$ cat src/rtl/via_arb_pkg.sv
// Shared definitions for the VIA register-port arbiter: the sequencer state
// encoding and the 6522 register index map used by both requesters.
package via_arb_pkg;

    // Transaction sequencer states.
    typedef enum logic [2:0] {
        IDLE  = 3'd0,
        ISSUE = 3'd1,
        WAIT  = 3'd2,
        DONE  = 3'd3,
        GAP   = 3'd4
    } state_e;

    // 6522 VIA register indices (RS3..RS0).
    localparam logic [3:0] ORB    = 4'h0;
    localparam logic [3:0] ORA    = 4'h1;
    localparam logic [3:0] DDRB   = 4'h2;
    localparam logic [3:0] DDRA   = 4'h3;
    localparam logic [3:0] T1C_L  = 4'h4;
    localparam logic [3:0] T1C_H  = 4'h5;
    localparam logic [3:0] T1L_L  = 4'h6;
    localparam logic [3:0] T1L_H  = 4'h7;
    localparam logic [3:0] T2C_L  = 4'h8;
    localparam logic [3:0] T2C_H  = 4'h9;
    localparam logic [3:0] SR     = 4'hA;
    localparam logic [3:0] ACR    = 4'hB;
    localparam logic [3:0] PCR    = 4'hC;
    localparam logic [3:0] IFR    = 4'hD;
    localparam logic [3:0] IER    = 4'hE;
    localparam logic [3:0] ORA_NH = 4'hF;

endpackage

$ cat src/rtl/via_arb_pick.sv
// Combinational winner select for the VIA arbiter. A held lock beats
// everything, a lone request wins outright, and contention is settled by a
// pending forced release, then round-robin or fixed m0 priority.
module via_arb_pick (
    input  logic [1:0] req_i,
    input  logic       rr_i,
    input  logic       locked_i,
    input  logic       owner_i,
    input  logic       last_owner_i,
    input  logic       forced_i,
    output logic       grant_valid_o,
    output logic       grant_idx_o
);

    // Priority chain for the grant index; valid whenever anyone requests.
    always_comb begin
        // NOTE: every output gets a value before any branch, so no path through
        // the block leaves a signal unassigned and no latch is inferred.
        grant_valid_o = |req_i;
        grant_idx_o   = 1'b0;
        if (locked_i && req_i[owner_i]) begin
            grant_idx_o = owner_i;
        end else if (req_i == 2'b10) begin
            grant_idx_o = 1'b1;
        end else if (req_i == 2'b01) begin
            grant_idx_o = 1'b0;
        end else if (req_i == 2'b11) begin
            if (forced_i) begin
                // Owner just hit the lock ceiling: the other side goes next.
                grant_idx_o = ~owner_i;
            end else if (rr_i) begin
                grant_idx_o = ~last_owner_i;
            end else begin
                grant_idx_o = 1'b0;
            end
        end
    end

endmodule

$ cat src/rtl/via_bus_arbiter.sv
// Two-master arbiter for the single 6522 VIA register port. Each granted
// transaction produces exactly one chip-select cycle (VIA reads have side
// effects), read data is captured into the owner's rdata register, and the
// owner gets a one-cycle ack. Masters may lock the port for short
// multi-register sequences, bounded by LOCK_MAX consecutive grants.
module via_bus_arbiter
    import via_arb_pkg::*;
#(
    parameter int RR         = 1,
    parameter int GAP_CYCLES = 0,
    parameter int LOCK_MAX   = 8
) (
    input  logic       clk,
    input  logic       reset,
    input  logic       m0_req,
    input  logic       m0_lock,
    input  logic       m0_we,
    input  logic [3:0] m0_addr,
    input  logic [7:0] m0_wdata,
    output logic       m0_ack,
    output logic [7:0] m0_rdata,
    input  logic       m1_req,
    input  logic       m1_lock,
    input  logic       m1_we,
    input  logic [3:0] m1_addr,
    input  logic [7:0] m1_wdata,
    output logic       m1_ack,
    output logic [7:0] m1_rdata,
    output logic       via_cs,
    output logic       via_rw,
    output logic [3:0] via_addr,
    output logic [7:0] via_wdata,
    input  logic [7:0] via_rdata,
    output logic       busy,
    output logic       owner
);

    localparam logic [3:0] GAP_LAST  = (GAP_CYCLES > 0) ? 4'(GAP_CYCLES - 1) : 4'd0;
    localparam logic [8:0] LOCK_LIM  = 9'(LOCK_MAX);

    state_e     state_q,      state_d;
    logic       cs_q,         cs_d;
    logic       rw_q,         rw_d;
    logic [3:0] addr_q,       addr_d;
    logic [7:0] wdata_q,      wdata_d;
    logic [1:0] ack_q,        ack_d;
    logic [7:0] rdata0_q,     rdata0_d;
    logic [7:0] rdata1_q,     rdata1_d;
    logic       busy_q,       busy_d;
    logic       owner_q,      owner_d;
    logic       last_owner_q, last_owner_d;
    logic       locked_q,     locked_d;
    logic [7:0] lock_cnt_q,   lock_cnt_d;
    logic       forced_q,     forced_d;
    logic       we_q,         we_d;
    logic [3:0] gap_cnt_q,    gap_cnt_d;

    logic [1:0] req;
    logic       grant_valid;
    logic       grant_idx;
    logic       owner_lock;

    assign req        = {m1_req, m0_req};
    assign owner_lock = owner_q ? m1_lock : m0_lock;

    via_arb_pick u_pick (
        .req_i         (req),
        .rr_i          (RR != 0),
        .locked_i      (locked_q),
        .owner_i       (owner_q),
        .last_owner_i  (last_owner_q),
        .forced_i      (forced_q),
        .grant_valid_o (grant_valid),
        .grant_idx_o   (grant_idx)
    );

    // Sequencer next state and next values of every registered output.
    always_comb begin
        state_d      = state_q;
        cs_d         = 1'b0;
        rw_d         = 1'b1;
        addr_d       = addr_q;
        wdata_d      = wdata_q;
        ack_d        = 2'b00;
        rdata0_d     = rdata0_q;
        rdata1_d     = rdata1_q;
        owner_d      = owner_q;
        last_owner_d = last_owner_q;
        locked_d     = locked_q;
        lock_cnt_d   = lock_cnt_q;
        forced_d     = forced_q;
        we_d         = we_q;
        gap_cnt_d    = gap_cnt_q;

        case (state_q)
            IDLE: begin
                if (grant_valid) begin
                    state_d      = ISSUE;
                    cs_d         = 1'b1;
                    we_d         = grant_idx ? m1_we    : m0_we;
                    rw_d         = ~(grant_idx ? m1_we  : m0_we);
                    addr_d       = grant_idx ? m1_addr  : m0_addr;
                    wdata_d      = grant_idx ? m1_wdata : m0_wdata;
                    owner_d      = grant_idx;
                    last_owner_d = grant_idx;
                    // A locked owner that went quiet loses the lock to the other side.
                    if (locked_q && (grant_idx != owner_q)) begin
                        locked_d   = 1'b0;
                        lock_cnt_d = 8'd0;
                    end
                    // The forced-release preference lasts until it decides a
                    // contention or the other master gets in anyway.
                    if (forced_q && ((req == 2'b11) || (grant_idx != owner_q))) begin
                        forced_d = 1'b0;
                    end
                end
            end
            ISSUE: begin
                state_d = WAIT;
            end
            WAIT: begin
                if (!we_q) begin
                    if (owner_q) rdata1_d = via_rdata;
                    else         rdata0_d = via_rdata;
                end
                ack_d[owner_q] = 1'b1;
                state_d        = DONE;
            end
            DONE: begin
                if (owner_lock) begin
                    if (({1'b0, lock_cnt_q} + 9'd1) >= LOCK_LIM) begin
                        locked_d   = 1'b0;
                        lock_cnt_d = 8'd0;
                        forced_d   = 1'b1;
                    end else begin
                        locked_d   = 1'b1;
                        lock_cnt_d = lock_cnt_q + 8'd1;
                    end
                end else begin
                    locked_d   = 1'b0;
                    lock_cnt_d = 8'd0;
                end
                gap_cnt_d = 4'd0;
                state_d   = (GAP_CYCLES > 0) ? GAP : IDLE;
            end
            GAP: begin
                if (gap_cnt_q == GAP_LAST) begin
                    state_d = IDLE;
                end else begin
                    gap_cnt_d = gap_cnt_q + 4'd1;
                end
            end
            default: begin
                state_d = IDLE;
            end
        endcase

        busy_d = (state_d != IDLE);
    end

    // State and output registers; synchronous reset aborts any transaction.
    always_ff @(posedge clk) begin
        // NOTE: non-blocking assignments here so every register samples the
        // pre-edge values of the others, independent of statement order.
        if (reset) begin
            state_q      <= IDLE;
            cs_q         <= 1'b0;
            rw_q         <= 1'b1;
            addr_q       <= 4'd0;
            wdata_q      <= 8'd0;
            ack_q        <= 2'b00;
            rdata0_q     <= 8'd0;
            rdata1_q     <= 8'd0;
            busy_q       <= 1'b0;
            owner_q      <= 1'b0;
            last_owner_q <= 1'b1;
            locked_q     <= 1'b0;
            lock_cnt_q   <= 8'd0;
            forced_q     <= 1'b0;
            we_q         <= 1'b0;
            gap_cnt_q    <= 4'd0;
        end else begin
            state_q      <= state_d;
            cs_q         <= cs_d;
            rw_q         <= rw_d;
            addr_q       <= addr_d;
            wdata_q      <= wdata_d;
            ack_q        <= ack_d;
            rdata0_q     <= rdata0_d;
            rdata1_q     <= rdata1_d;
            busy_q       <= busy_d;
            owner_q      <= owner_d;
            last_owner_q <= last_owner_d;
            locked_q     <= locked_d;
            lock_cnt_q   <= lock_cnt_d;
            forced_q     <= forced_d;
            we_q         <= we_d;
            gap_cnt_q    <= gap_cnt_d;
        end
    end

    assign via_cs    = cs_q;
    assign via_rw    = rw_q;
    assign via_addr  = addr_q;
    assign via_wdata = wdata_q;
    assign m0_ack    = ack_q[0];
    assign m1_ack    = ack_q[1];
    assign m0_rdata  = rdata0_q;
    assign m1_rdata  = rdata1_q;
    assign busy      = busy_q;
    assign owner     = owner_q;

endmodule

$ cat config.mk
export PLATFORM = sky130hd
export DESIGN_NAME = via_bus_arbiter
export DESIGN_NICKNAME = d
export VERILOG_FILES = /design/src/rtl/via_arb_pkg.sv /design/src/rtl/via_arb_pick.sv /design/src/rtl/via_bus_arbiter.sv
export SDC_FILE = /design/constraint.sdc
export NUM_CORES = 1
export LEC_CHECK = 0
export ABC_AREA = 1
export BUFFER_PORTS_ARGS = -buffer_cell sky130_fd_sc_hd__buf_2
export CAP_MARGIN = 10
export CORE_UTILIZATION = 40
export DETAILED_ROUTE_END_ITERATION = 10
export PLACE_DENSITY_LB_ADDON = 0.1
export SLEW_MARGIN = 20
export SYNTH_ARGS = -nofsm -noshare
export SYNTH_HDL_FRONTEND = slang
export SYNTH_SLANG_ARGS = --single-unit
$ cat constraint.sdc
create_clock -name clk -period 3.85 [get_ports clk]
set_clock_uncertainty 0.15 [all_clocks]
set_input_delay 0.385 -clock clk [delete_from_list [all_inputs] [get_ports clk]]
set_output_delay 0.385 -clock clk [all_outputs]
set_load 0.02 [all_outputs]
Word-level counts from Yosys, hierarchy flattened
Index checks and enable logic that the tools add are counted.
{ "totals": {"elab_cells": 97, "register_bits": 53, "in_bits": 40} }
{ "op_classes": {"order_cmp": 3, "n_mux": 34, "bitwise": 7, "n_reduce_logical": 20, "n_eq_ne": 14, "n_addsub": 3} }
{ "ops": {"columns": ["op", "count"], "rows": [
  ["$mux W8", 5],
  ["$mux W1", 19],
  ["$pmux W8 S2", 1],
  ["$ne A2 B2 Y1 const B", 6],
  ["$pmux W3 S4", 1],
  ["$add A8 B1 Y9 const B", 1],
  ["$ge A9 B4 Y1 const B", 1],
  ["$reduce_and A3 Y1", 3],
  ["$add A8 B1 Y8 const B", 1],
  ["$mux W4", 2],
  ["$pmux W4 S2", 1],
  ["$not A1 Y1", 7],
  ["$eq A3 B2 Y1 const B", 2],
  ["$mux W3", 2],
  ["$reduce_or A2 Y1", 3],
  ["$reduce_and A5 Y1", 1],
  ["$add A4 B1 Y4 const B", 1],
  ["$eq A2 B2 Y1 const B", 2],
  ["$logic_and A1 B1 Y1", 4],
  ["$logic_not A4 Y1", 1],
  ["$pmux W1 S2", 2],
  ["$reduce_and A2 Y1", 2],
  ["$reduce_bool A2 Y1", 2],
  ["$eq A3 B1 Y1 const B", 1],
  ["10 further kinds", 10]
]} }

Depth between registers and ports, before layout
{ "logic_depth": {"word_depth": 12, "ltp_mapped": 13, "ltp_nobuf": 13} }

By module
From an unflattened synthesis, not the netlist that was laid out.
{ "hier_totals": {"hier_cells": 295, "hier_area_um2": 2297.2} }
{ "by_module_without_submodules": {"columns": ["mod", "area_each_um2", "n_inst", "cells_each"], "rows": [
  ["via_bus_arbiter", 2248.4, 1, 284],
  ["via_arb_pick", 48.8, 1, 11]
]} }

Worst setup path before layout
OpenSTA, ideal clock, no wires.
{ "synth_timing": {"kind": "reg-to-reg", "start": "reg owner_q (netlist: owner)", "end": "reg locked_q", "path_stages_with_launch": 13, "setup_slack_ns": 2.174, "t_required_ns": 3.572, "t_arrival_ns": 1.398, "n_path_buf": 1, "synth_period_minus_slack_ns": 1.676, "cell_sequence": "dfxtp_1 > buf_2 > nand2_1 > nand3_1 > nand2_1 > nand2_2 > nand2_1 > nand2_1 > nand2_1 > nand2_1 > nand2_2 > a21oi_1 > nor2_1"} }
{ "synth_via": {"elab_chain_cells": 10} }
{ "synth_rtl": {"columns": ["element", "line", "text"], "rows": [
  ["from (decl)", "via_bus_arbiter.sv:50", "logic owner_q, owner_d;"],
  ["from (signal assigned)", "via_bus_arbiter.sv:192", "owner_q <= owner_d;"],
  ["$not A1 Y1 (no source line)", null, null],
  ["$mux W1", "via_arb_pick.sv:28", "if (forced_i) begin"],
  ["$mux W1", "via_arb_pick.sv:27", "end else if (req_i == 2'b11) begin"],
  ["$mux W1", "via_arb_pick.sv:25", "end else if (req_i == 2'b01) begin"],
  ["$mux W1", "via_arb_pick.sv:23", "end else if (req_i == 2'b10) begin"],
  ["$mux W1", "via_arb_pick.sv:21", "if (locked_i && req_i[owner_i]) begin"],
  ["$ne A1 B1 Y1", "via_bus_arbiter.sv:107", "if (locked_q && (grant_idx != owner_q)) begin"],
  ["$logic_and A1 B1 Y1", "via_bus_arbiter.sv:107", null],
  ["$ne A2 B2 Y1 (no source line)", null, null],
  ["$reduce_and A3 Y1 (no source line)", null, null],
  ["to (signal assigned)", "via_bus_arbiter.sv:194", "locked_q <= locked_d;"],
  ["to (decl)", "via_bus_arbiter.sv:52", "logic locked_q, locked_d;"]
]} }
Parallel ways exist; a longest one is shown, timed or not. The select of a mux whose other input is x is not followed.
A chain may end at the register's enable or synchronous reset.

Worst setup path in the final report
Same ends and word-level chain as after synthesis.

==> impl_metrics.ini <==
[job]
maxCapViolations = 0

[die]
floorplan.core_area_um2 = 5540
die_area_um2 = 6108
starting_density_of_the_core = 0.4187
total_number_of_placement_rows = 27
chip_height_um = 78.16
io_pins = 74
die_w_um = 78.16

[critical_path]
timing.critical_path.cells = nand2_1, nand3_1, nand2_1, nand2_2, nand2_1, nand2_1, nand2_1, nand2_1, nand2_2, a21oi_1, nor2_1
max_stage_delay_on_crit_path_ns = 0.51
ff2ff_setup_slack_ns = 1.95
timing.critical_path.mode_cell = sky130_fd_sc_hd__nand2_1
crit_family = simple AND/OR/NAND/NOR gates
cp_num_buf_inv = 0
timing.setup.critical_path_class = flip-flop to flip-flop
cp-end-kind = flip-flop
crit_arrival_ns = 1.92
critical_register_to_register_path_endpoint = locked_q
worst_r2r_startpoint = owner
reg2reg_depth = 11
timing.critical_path.required_ns = 3.88
timing.critical_path.slowest_stage_cell = sky130_fd_sc_hd__dfxtp_1
worstPathMaxFanout = 15
critical_path_start_type = flip-flop

[place]
placed_area_um2 = 2721
count_of_buffers_from_port_buffering = 73
place_ws_ns = 1.901
gp_congestion = 0.7881
detailed_place_hpwl_mm = 3.645

[clock_tree]
postCtsResizedCells = 0
cts_hold_repair.buffers = 0
clockBufferDepth = 2
cts.root.buffer_cell = sky130_fd_sc_hd__clkbuf_8
clkTransAtPathRegs_ns = 0.09
postCtsSetupBuffers = 0
htreeDepth = 2
clock_tree_from_tritoncts = done
numCtsBuffers = 5
insertion_delay_ns = 0.30
numClockSinks = 53

[routing]
antenna_violating_nets_left = 0
drtPass1Iterations = 4
routed_vias = 2156
drcViolationCount = 0
drtIter0Drc = 115
detail_route.wirelength_mm = 4.936
viasPerCell = 4.728
detail_route.wl_per_cell_um = 10.82

[cells_and_area]
drive_above_1_share = 0.2760
n_fill_cell = 561
finalInstanceArea_um2 = 2809
fin_util = 0.5070
area_growth_pct = 21.09
most-common-layout-cells = sky130_fd_sc_hd__nand2_1, sky130_fd_sc_hd__buf_2, sky130_fd_sc_hd__dfxtp_1
nets = 427
register_cell_area_after_layout_um2 = 1061
mostFrequentLayoutCell = sky130_fd_sc_hd__nand2_1
multi_input_comb_area_um2 = 1089
antenna_cells = 0

[synthesis]
synth_sequential_area_ratio = 0.4574
yosys_warnings = 0
synthDominantCellAreaShare = 0.4574
syn-instance-count = 314
yosys.area.top_type = sky130_fd_sc_hd__dfxtp_1
synthesis.area_um2 = 2320
synthTopCellsByArea = sky130_fd_sc_hd__dfxtp_1, sky130_fd_sc_hd__nand2_1, sky130_fd_sc_hd__nor2_1, sky130_fd_sc_hd__o21ai_0, sky130_fd_sc_hd__inv_1
ys_types = 32
postSynthAreaPerCell_um2 = 7.388
syn-num-nets = 358
synth-seq-cells = 53

[global_route]
overflow = 0
global_route.usage.total = 0.1677
grt_max_degree = 32
initial_antenna_violation_count = 0
grt_pass1_wl_mm = 8.204
grt_pass1_vias = 1836

[sta]
timing.fmax_mhz = 526.8
worstMarginPinSlew_ns = 0.7897
drv_slew = 0
fin_ws_ns = 1.952
finalCritPeriodShare = 0.4930
setup_viol = 0
grt_setup_unrepaired = no
totalNegativeSetupSlack_ns = 0
report.final.hold_viol_count = 0
finalCriticalPeriod_ns = 1.898
timing.slew.headroom = 0.4730

[pwr]
p_per_area_nw_per_um2 = 422.7
total_power_uw = 1187
leakagePower_uw = 0.001292
vdd_ir_drop_max_mv = 0.2788

[worst_hold_path]
min_path_cells = 2
holdPathEnd = via_rw
holdCritPathClass = input pin to flip-flop
hold_path.startpoint = m1_we

[run_status]
run_status = complete, no violations
cell type report:
type / count / area share
sequential: 53 / 0.3777
multi-input combinational: 219 / 0.3875
clock inverter: 2 / 0.005345
timing repair buffer: 73 / 0.1301
inverter: 31 / 0.04143
clock buffer: 6 / 0.02584
tap: 72 / 0.03207
registers in the layout (all words and copies together) (netlist names):
signal	count
busy	1
owner	1
lock_cnt_q	8
ack_q	2
m1_rdata	8
via_addr	4
via_wdata	8
m0_rdata	8
forced_q	1
state_q	3
gap_cnt_q	4
via_cs	1
last_owner_q	1
we_q	1
via_rw	1
locked_q	1
layer usage:
| metal | vias up | track usage | part of all wire |
|---|---|---|---|
| met5 | - | 0 | 0 |
| met4 | 0 | 0.05556 | 0.0063 |
| met3 | 2 | 0.03721 | 0.054 |
| met2 | 56 | 0.2623 | 0.46 |
| met1 | 940 | 0.2277 | 0.48 |
| li1 | 1158 | - | - |
stage by stage:
stage          hold slack [ns]  cells
2_1_floorplan           0.2838    314
3_3_place_gp            0.2799    448
3_5_place_dp            0.2831    448
4_1_cts                 0.1415    456
5_1_grt                 0.1332    456
6_report                0.1510    456
cells in the mapped netlist, drive strengths merged:
cell type and instances:
a211oi 2, a21boi 1, a21oi 18, a31oi 13, buf 7, clkbuf 4, dfxtp 53, ha 4
inv 31, mux2i 1, nand2 77, nand3 11, nand3b 1, nand4 1, nor2 47, nor3 7
o21a 1, o21ai 32, o31ai 1, xnor2 1, xor2 1
power breakdown:
| group | leakage, uW | switching (uW) | internal (uW) |
|---|---|---|---|
| logic | 0.000821 | 174 | 88.1 |
| registers | 0.000433 | 26.2 | 596 |
| clock network | 0.0000374 | 175 | 128 |
logic make-up after synthesis:
| family | Yosys count | synth area share |
|---|---|---|
| compound gates | 68 | 0.1640 |
| xor+xnor | 2 | 0.007553 |
| fa+ha+maj | 4 | 0.02158 |
| buf+inv | 42 | 0.07335 |
| flops | 53 | 0.4574 |
| mux | 1 | 0.004315 |
| simple gates | 144 | 0.2719 |
worst max-delay path by stage:
| stage | start | end | cells after the start |
|---|---|---|---|
| after floorplan | owner | locked_q | 12 |
| after global routing | owner | locked_q | 11 |
| after detailed placement | reset | via_addr[3] | 4 |
| final | owner | locked_q | 11 |
| after CTS | owner | locked_q | 11 |
| after global placement | m0_req | locked_q | 11 |
No activity file was read; power rests on OpenSTA's default activity.
